===== src/rtl/shader_program_scheduler.sv =====
// Stages one complete shader program from the SPI receiver and commits it to
// shader memory only inside a fresh vertical-blank window.
module shader_program_scheduler #(
   parameter int NUM_INSTR = 10,
   parameter int INSTR_W   = 8
) (
   input  logic               clk_i,
   input  logic               rst_i,
   input  logic               wr_valid_i,
   input  logic [INSTR_W-1:0] wr_data_i,
   output logic               wr_ready_o,
   input  logic               flush_i,
   input  logic               window_i,
   output logic               mem_load_o,
   output logic               mem_shift_o,
   output logic [INSTR_W-1:0] mem_instr_o,
   output logic               mem_own_o,
   output logic               pending_o,
   output logic               commit_done_o,
   output logic               overrun_o
);

   localparam int PTR_W = $clog2(NUM_INSTR);
   localparam logic [PTR_W-1:0] LAST_PTR = PTR_W'(NUM_INSTR - 1);
   localparam logic [PTR_W-1:0] ZERO_PTR = PTR_W'(0);
   localparam logic [PTR_W-1:0] ONE_PTR  = PTR_W'(1);

   typedef enum logic [1:0] {
      S_COLLECT = 2'd0,
      S_PENDING = 2'd1,
      S_COMMIT  = 2'd2,
      S_DONE    = 2'd3
   } state_t;

   state_t             state_q, state_d;
   logic [PTR_W-1:0]   wr_ptr_q, wr_ptr_d;
   logic [PTR_W-1:0]   rd_ptr_q, rd_ptr_d;
   logic               win_q;
   logic               overrun_q, overrun_d;
   logic [INSTR_W-1:0] stage_q [NUM_INSTR];
   logic               wr_accept_s;
   logic               win_rise_s;
   logic               win_fall_s;

   assign wr_accept_s = wr_valid_i && wr_ready_o;
   assign win_rise_s  = !win_q && window_i;
   assign win_fall_s  = win_q && !window_i;

   // Flush wins over a same-cycle write so the offered byte is dropped.
   assign wr_ready_o    = (state_q == S_COLLECT) && !flush_i;
   assign pending_o     = (state_q == S_PENDING) || (state_q == S_COMMIT);
   assign mem_own_o     = (state_q == S_COMMIT);
   assign mem_load_o    = mem_own_o;
   assign mem_shift_o   = mem_own_o;
   assign mem_instr_o   = mem_own_o ? stage_q[rd_ptr_q] : {INSTR_W{1'b0}};
   assign commit_done_o = (state_q == S_DONE);
   assign overrun_o     = overrun_q;

   always_comb begin
      state_d   = state_q;
      wr_ptr_d  = wr_ptr_q;
      rd_ptr_d  = rd_ptr_q;
      overrun_d = overrun_q;
      case (state_q)
         S_COLLECT: begin
            if (flush_i) begin
               wr_ptr_d = ZERO_PTR;
            end else if (wr_accept_s) begin
               if (wr_ptr_q == LAST_PTR) begin
                  wr_ptr_d = ZERO_PTR;
                  state_d  = S_PENDING;
               end else begin
                  wr_ptr_d = wr_ptr_q + ONE_PTR;
               end
            end else begin
               wr_ptr_d = wr_ptr_q;
            end
         end
         S_PENDING: begin
            // Only a genuine rising edge starts a commit, never mid-window.
            if (flush_i) begin
               wr_ptr_d = ZERO_PTR;
               state_d  = S_COLLECT;
            end else if (win_rise_s) begin
               rd_ptr_d = ZERO_PTR;
               state_d  = S_COMMIT;
            end else begin
               state_d = S_PENDING;
            end
         end
         S_COMMIT: begin
            if (rd_ptr_q == LAST_PTR) begin
               rd_ptr_d = ZERO_PTR;
               state_d  = S_DONE;
            end else begin
               rd_ptr_d = rd_ptr_q + ONE_PTR;
            end
            if (win_fall_s) begin
               overrun_d = 1'b1;
            end else begin
               overrun_d = overrun_q;
            end
         end
         S_DONE: begin
            state_d = S_COLLECT;
         end
         default: begin
            state_d  = S_COLLECT;
            wr_ptr_d = ZERO_PTR;
            rd_ptr_d = ZERO_PTR;
         end
      endcase
   end

   always_ff @(posedge clk_i) begin
      if (rst_i) begin
         state_q   <= S_COLLECT;
         wr_ptr_q  <= ZERO_PTR;
         rd_ptr_q  <= ZERO_PTR;
         win_q     <= 1'b0;
         overrun_q <= 1'b0;
      end else begin
         state_q   <= state_d;
         wr_ptr_q  <= wr_ptr_d;
         rd_ptr_q  <= rd_ptr_d;
         win_q     <= window_i;
         overrun_q <= overrun_d;
      end
   end

   // Staging array holds data only; validity is tracked by the FSM.
   always_ff @(posedge clk_i) begin
      if (wr_accept_s) begin
         stage_q[wr_ptr_q] <= wr_data_i;
      end
   end

endmodule


===== config.mk =====
export PLATFORM = sky130hd
export DESIGN_NAME = shader_program_scheduler
export DESIGN_NICKNAME = d
export VERILOG_FILES = /design/src/rtl/shader_program_scheduler.sv
export SDC_FILE = /design/constraint.sdc
export NUM_CORES = 1
export LEC_CHECK = 0
export BUFFER_PORTS_ARGS = -buffer_cell sky130_fd_sc_hd__buf_2
export CAP_MARGIN = 20
export CORE_MARGIN = 2
export CORE_UTILIZATION = 59
export DETAILED_ROUTE_END_ITERATION = 10
export PLACE_DENSITY = 0.78
export REMOVE_ABC_BUFFERS = 1
export SLEW_MARGIN = 20
export SYNTH_ARGS = -nofsm -noshare
export SYNTH_HDL_FRONTEND = slang
export SYNTH_SLANG_ARGS = --single-unit

===== constraint.sdc =====
create_clock -name clk_i -period 3.05 [get_ports clk_i]
set_input_delay 0.61 -clock clk_i [delete_from_list [all_inputs] [get_ports clk_i]]
set_output_delay 0.61 -clock clk_i [all_outputs]
set_load 0.05 [all_outputs]

Word-level counts from Yosys, hierarchy flattened. Memory sizes are Yosys's and may differ from the RTL's. A register that Yosys moved wholly into a read port is not among the register bits. Index checks and enable logic that the tools add are counted.

Bits in registers: 12. Output and inout bits: 15. Input port bits: 13. Memories: 1. RAM bits: 80. Logic and storage cells: 57.

Multiplexer cells: 21. Equal/unequal tests: 13. Add/sub/neg operators: 2. Reductions and logical operators: 15.

Memory list: stage_q (depth 10, width 8, read ports 1, clocked after memory_dff 1, wr ports 1, line 40) `logic [INSTR_W-1:0] stage_q [NUM_INSTR];`.

Operators with widths (number): $mux 4 (9); $pmux 4 s2 (2); $mux 2 (6); $ne 2x2->1 const B (5); $add 4x1->4 const B (2); $eq 4x4->1 const B (2); $mux 8 (1); $pmux 2 s4 (1); $reduce_and 3->1 (2); $eq 2x2->1 const B (2); $logic_and 1x1->1 (4); $ne 2x1->1 const B (2); $reduce_and 4->1 (1); $reduce_bool 2->1 (2); $logic_not 1->1 (3); $ne 3x3->1 const B (1); $eq 2x1->1 const B (1); $logic_not 2->1 (1); $mux 1 (2); $reduce_and 2->1 (1); $logic_or 1x1->1 (1).

Logic depth before layout (Yosys ltp).
Word-level depth: 7. Gate-level depth with buffers: 6. Depth with buffers taken out: 6.

Worst setup path before layout. OpenSTA, ideal clock, no wires.

Path kind: register -> output. From: register state_q[0]. To: output mem_instr_o[0]. Cell stages (with the launch flop): 6. Required time: 2.440 ns. Slack: 0.477 ns. Data arrival time: 1.963 ns. Cell sequence: dfxtp_1 -> inv_1 -> ha_1 -> buf_2 -> nand2_1 -> nor2_1.

Word-level cells in the longest chain between the ends: 2.

Ends and longest elaborated chain: start: declaration (line 35) `state_t state_q, state_d;`; start signal: assignment (line 123) `state_q <= state_d;`; $eq 2x2->1 (line 52) `assign mem_own_o = (state_q == S_COMMIT);`; named net mem_load_o (line 14) `output logic mem_load_o,`; $mux 8 (line 55) `assign mem_instr_o = mem_own_o ? stage_q[rd_ptr_q] : {INSTR_W{1'b0}};`; end: declaration (line 16) `output logic [INSTR_W-1:0] mem_instr_o,`.

The timed path passes the listed nets, and every way through them passes these cells.

==> reports/metrics.yaml <==
ys_types: 42
synth.avg_cell_area_um2: 15.9
post-cts-setup-buffer-count: 0
rsz0062_at_grt: "no"
firstDrtPassIters: 5
hold_ws_ps: 482
design_area_um2: 4320
criticalPathCategory: "reg -> out"
fin_ws_ps: 316
power_density_nw_per_um2: 549
ant_nets: 0
layout-drive-gt1-share_pct: 23.1
place_area_um2: 4130
fin_worst_skew_ps: 5.83
p_sw_share_pct: 21.5
ios: 28
cts_buffer_depth: 2
place_ws_ps: 658
max_slew_margin_pct: 48.5
ys_async_sr_fraction_pct: 0
p_sw_mw: 0.512
hold_buffers: 0
grt_max_degree: 25
setup_tns_ps: 0
grt_antenna_before_repair: 0
core_area_um2: 6390
htreeDepth: 3
status: "completed"
timing.final.crit_share_pct: 89.6
wl_per_cell_um: 18.5
place_congestion: 0.796
intPower_mw: 1.86
syn-instance-count: 248
synth-seq-area-share_pct: 69.2
setup.worst_path.start_class: "flop"
setup-violations-final: 0
met2_usage_pct: 32.8
rows: 29
met1_usage_pct: 27.1
synth_top_area_share_pct: 61.1
layoutNonFillerInstCount: 363
synthTopCellsByCount: "80 x edfxtp_1, 23 x nor2_1, 21 x nand2_1, 16 x dfxtp_1, 13 x mux4_2"
clk_pin_slew_ps: 80
place_hpwl_mm: 4.53
via_per_inst: 5.90
dp_cells: 347
track_usage_pct: 20.5
synthMostInstantiatedCell: "edfxtp_1"
dr.first_iter.drc_count: 230
tightest_slew_ps: 769
cp-end-kind: "output pin"
fmax_ghz: 0.366
die_area_um2: 7340
worst-path-max-fanout: 24
clock_sinks: 96
critical_path_arrival_ps: 2120
cts_resized: 0
synth.area.top_cells: "edfxtp_1 61%, dfxtp_1 8.1%, mux4_2 7.4%"
clk_latency_ps: 350
grt-busiest-layer: "met2"
synth_ff_type: "edfxtp_1"
start_util_pct: 61.6
path_cells: "buf_4, mux4_1, o22ai_1, nor2_1, buf_2"
finalHoldViolations: 0
peakVddDrop_mv: 0.369
cpPeakStageDelay_ps: 610
leakagePower_nw: 1.44
drc: 0
antennaDiodeCount: 0
grt_use_met3_pct: 3.46
synth-seq-cells: 96
p_comb_share_pct: 5.7
required_ps: 2440
area_growth_syn_to_layout_pct: 9.92
route.vias.total: 2140
synth_edf_count: 80
drv_slew: 0
grt_pass1_vias: 2115
grt_first_pass_wirelength_mm: 10.8
routed_wirelength_mm: 6.73
power_frac_clock_pct: 33.5
die-height_um: 85.7
numPortBuffers: 27
yosys.area.top_type: "edfxtp_1"
root_buffer: "clkbuf_8"
numCtsBuffers: 9
slowest_stage: "mux4_1"
cts_tree: "built"
overflow: 0
yosysWarnings: 0
drv_cap: 0
p_seq_share_pct: 60.8
die_x_um: 85.7
timing.final.crit_period_ps: 2730
synth.cell_area_um2: 3930
fin_nets: 301
hp-class: "reg -> reg"
final timing paths:
| check | startpoint | end | slack [ps] | depth (start not counted) |
|---|---|---|---|---|
| worst max-delay path | flop | mem_instr_o[7] | 320 | 5 |
| worst min-delay path | overrun_o | overrun_o | 480 | 2 |
| worst max register to register | state_q[0] | stage_q[1][5] | 740 | 5 |
| worst min register to register | overrun_o | overrun_o | 480 | 2 |
flip-flops by register name (all words and copies together) (netlist names), named ones only:
register and flops:
overrun_o 1, rd_ptr_q 4, stage_q 80, state_q 1, win_q 1, wr_ptr_q 4
through the flow:
step | power (mW) | util (%)
final | 2.38 | 67.7
after global routing | 2.46 | 67.7
after CTS | 2.39 | 67.7
after detailed placement | 1.61 | 64.7
after global placement | 1.61 | 64.7
after floorplan | 1.56 | -
kinds of logic after synthesis:
kind of cell / Yosys count / share of synthesized area (%)
simple gates: 69 / 8.36
flops: 96 / 69.2
fa+ha+maj: 7 / 2.23
xor+xnor: 3 / 0.668
buf+inv: 19 / 2.99
compound gates: 30 / 5.06
mux: 24 / 11.5
critical path: cells and delay by family, from the launching register on:
family / cells / cell delay, ps
AOI/OAI and AO/OA: 1 / 160
buffers and inverters: 2 / 600
and+or+nand+nor: 1 / 90
DFF: 1 / 310
muxes: 1 / 610
final cells by class:
cell class                 count  area, µm²
sequential                    96       2720
clock inverter                 7       70.1
multi-input combinational    133       1090
fill                         440       2060
tap                           77       96.3
timing repair buffer          35        195
clock buffer                   9        124
inverter                       6       22.5
layer usage:
metal / wire length, µm / vias to the layer above / share of wire [%]
li1: - / 1016 / -
met1: 2940 / 1060 / 44
met2: 3330 / 50 / 49
met3: 257 / 14 / 3.8
met4: 197 / 0 / 2.9
met5: 0 / - / 0
cells in the final DEF, fill, tap and decap left out, drive strengths merged:
cell | Yosys | layout
nor2 | 23 | 23
clkinv | 0 | 4
mux2i | 8 | 8
xnor2 | 3 | 3
o22ai | 9 | 9
a21oi | 5 | 5
clkbuf | 3 | 9
ha | 7 | 7
a21o | 1 | 1
or3 | 2 | 2
nor3b | 1 | 1
nand2b | 7 | 7
a41o | 1 | 1
o22a | 1 | 1
dfxtp | 16 | 16
a21boi | 1 | 1
o21ai | 3 | 3
nand2 | 21 | 21
nand3b | 2 | 2
o31ai | 1 | 1
nand4bb | 2 | 2
clkinvlp | 0 | 1
nor2b | 2 | 2
inv | 6 | 7
nor3 | 2 | 2
a211oi | 3 | 3
nand3 | 3 | 3
buf | 10 | 35
or2 | 2 | 2
bufinv | 0 | 1
a31oi | 2 | 2
nand4 | 1 | 1
edfxtp | 80 | 80
a311o | 1 | 1
o32ai | 1 | 1
mux4 | 16 | 16
and2 | 1 | 1
o211ai | 1 | 1
power groups by stage:
stage | sequential (mW) | clock (mW) | combinational [mW]
final | 1.45 | 0.796 | 0.135
after global routing | 1.45 | 0.866 | 0.149
after detailed placement | 1.48 | 0 | 0.135
after global placement | 1.48 | 0 | 0.132
after floorplan | 1.48 | 0 | 0.0849
after CTS | 1.45 | 0.810 | 0.135
Note: power is estimated with default switching activity, not from simulation.
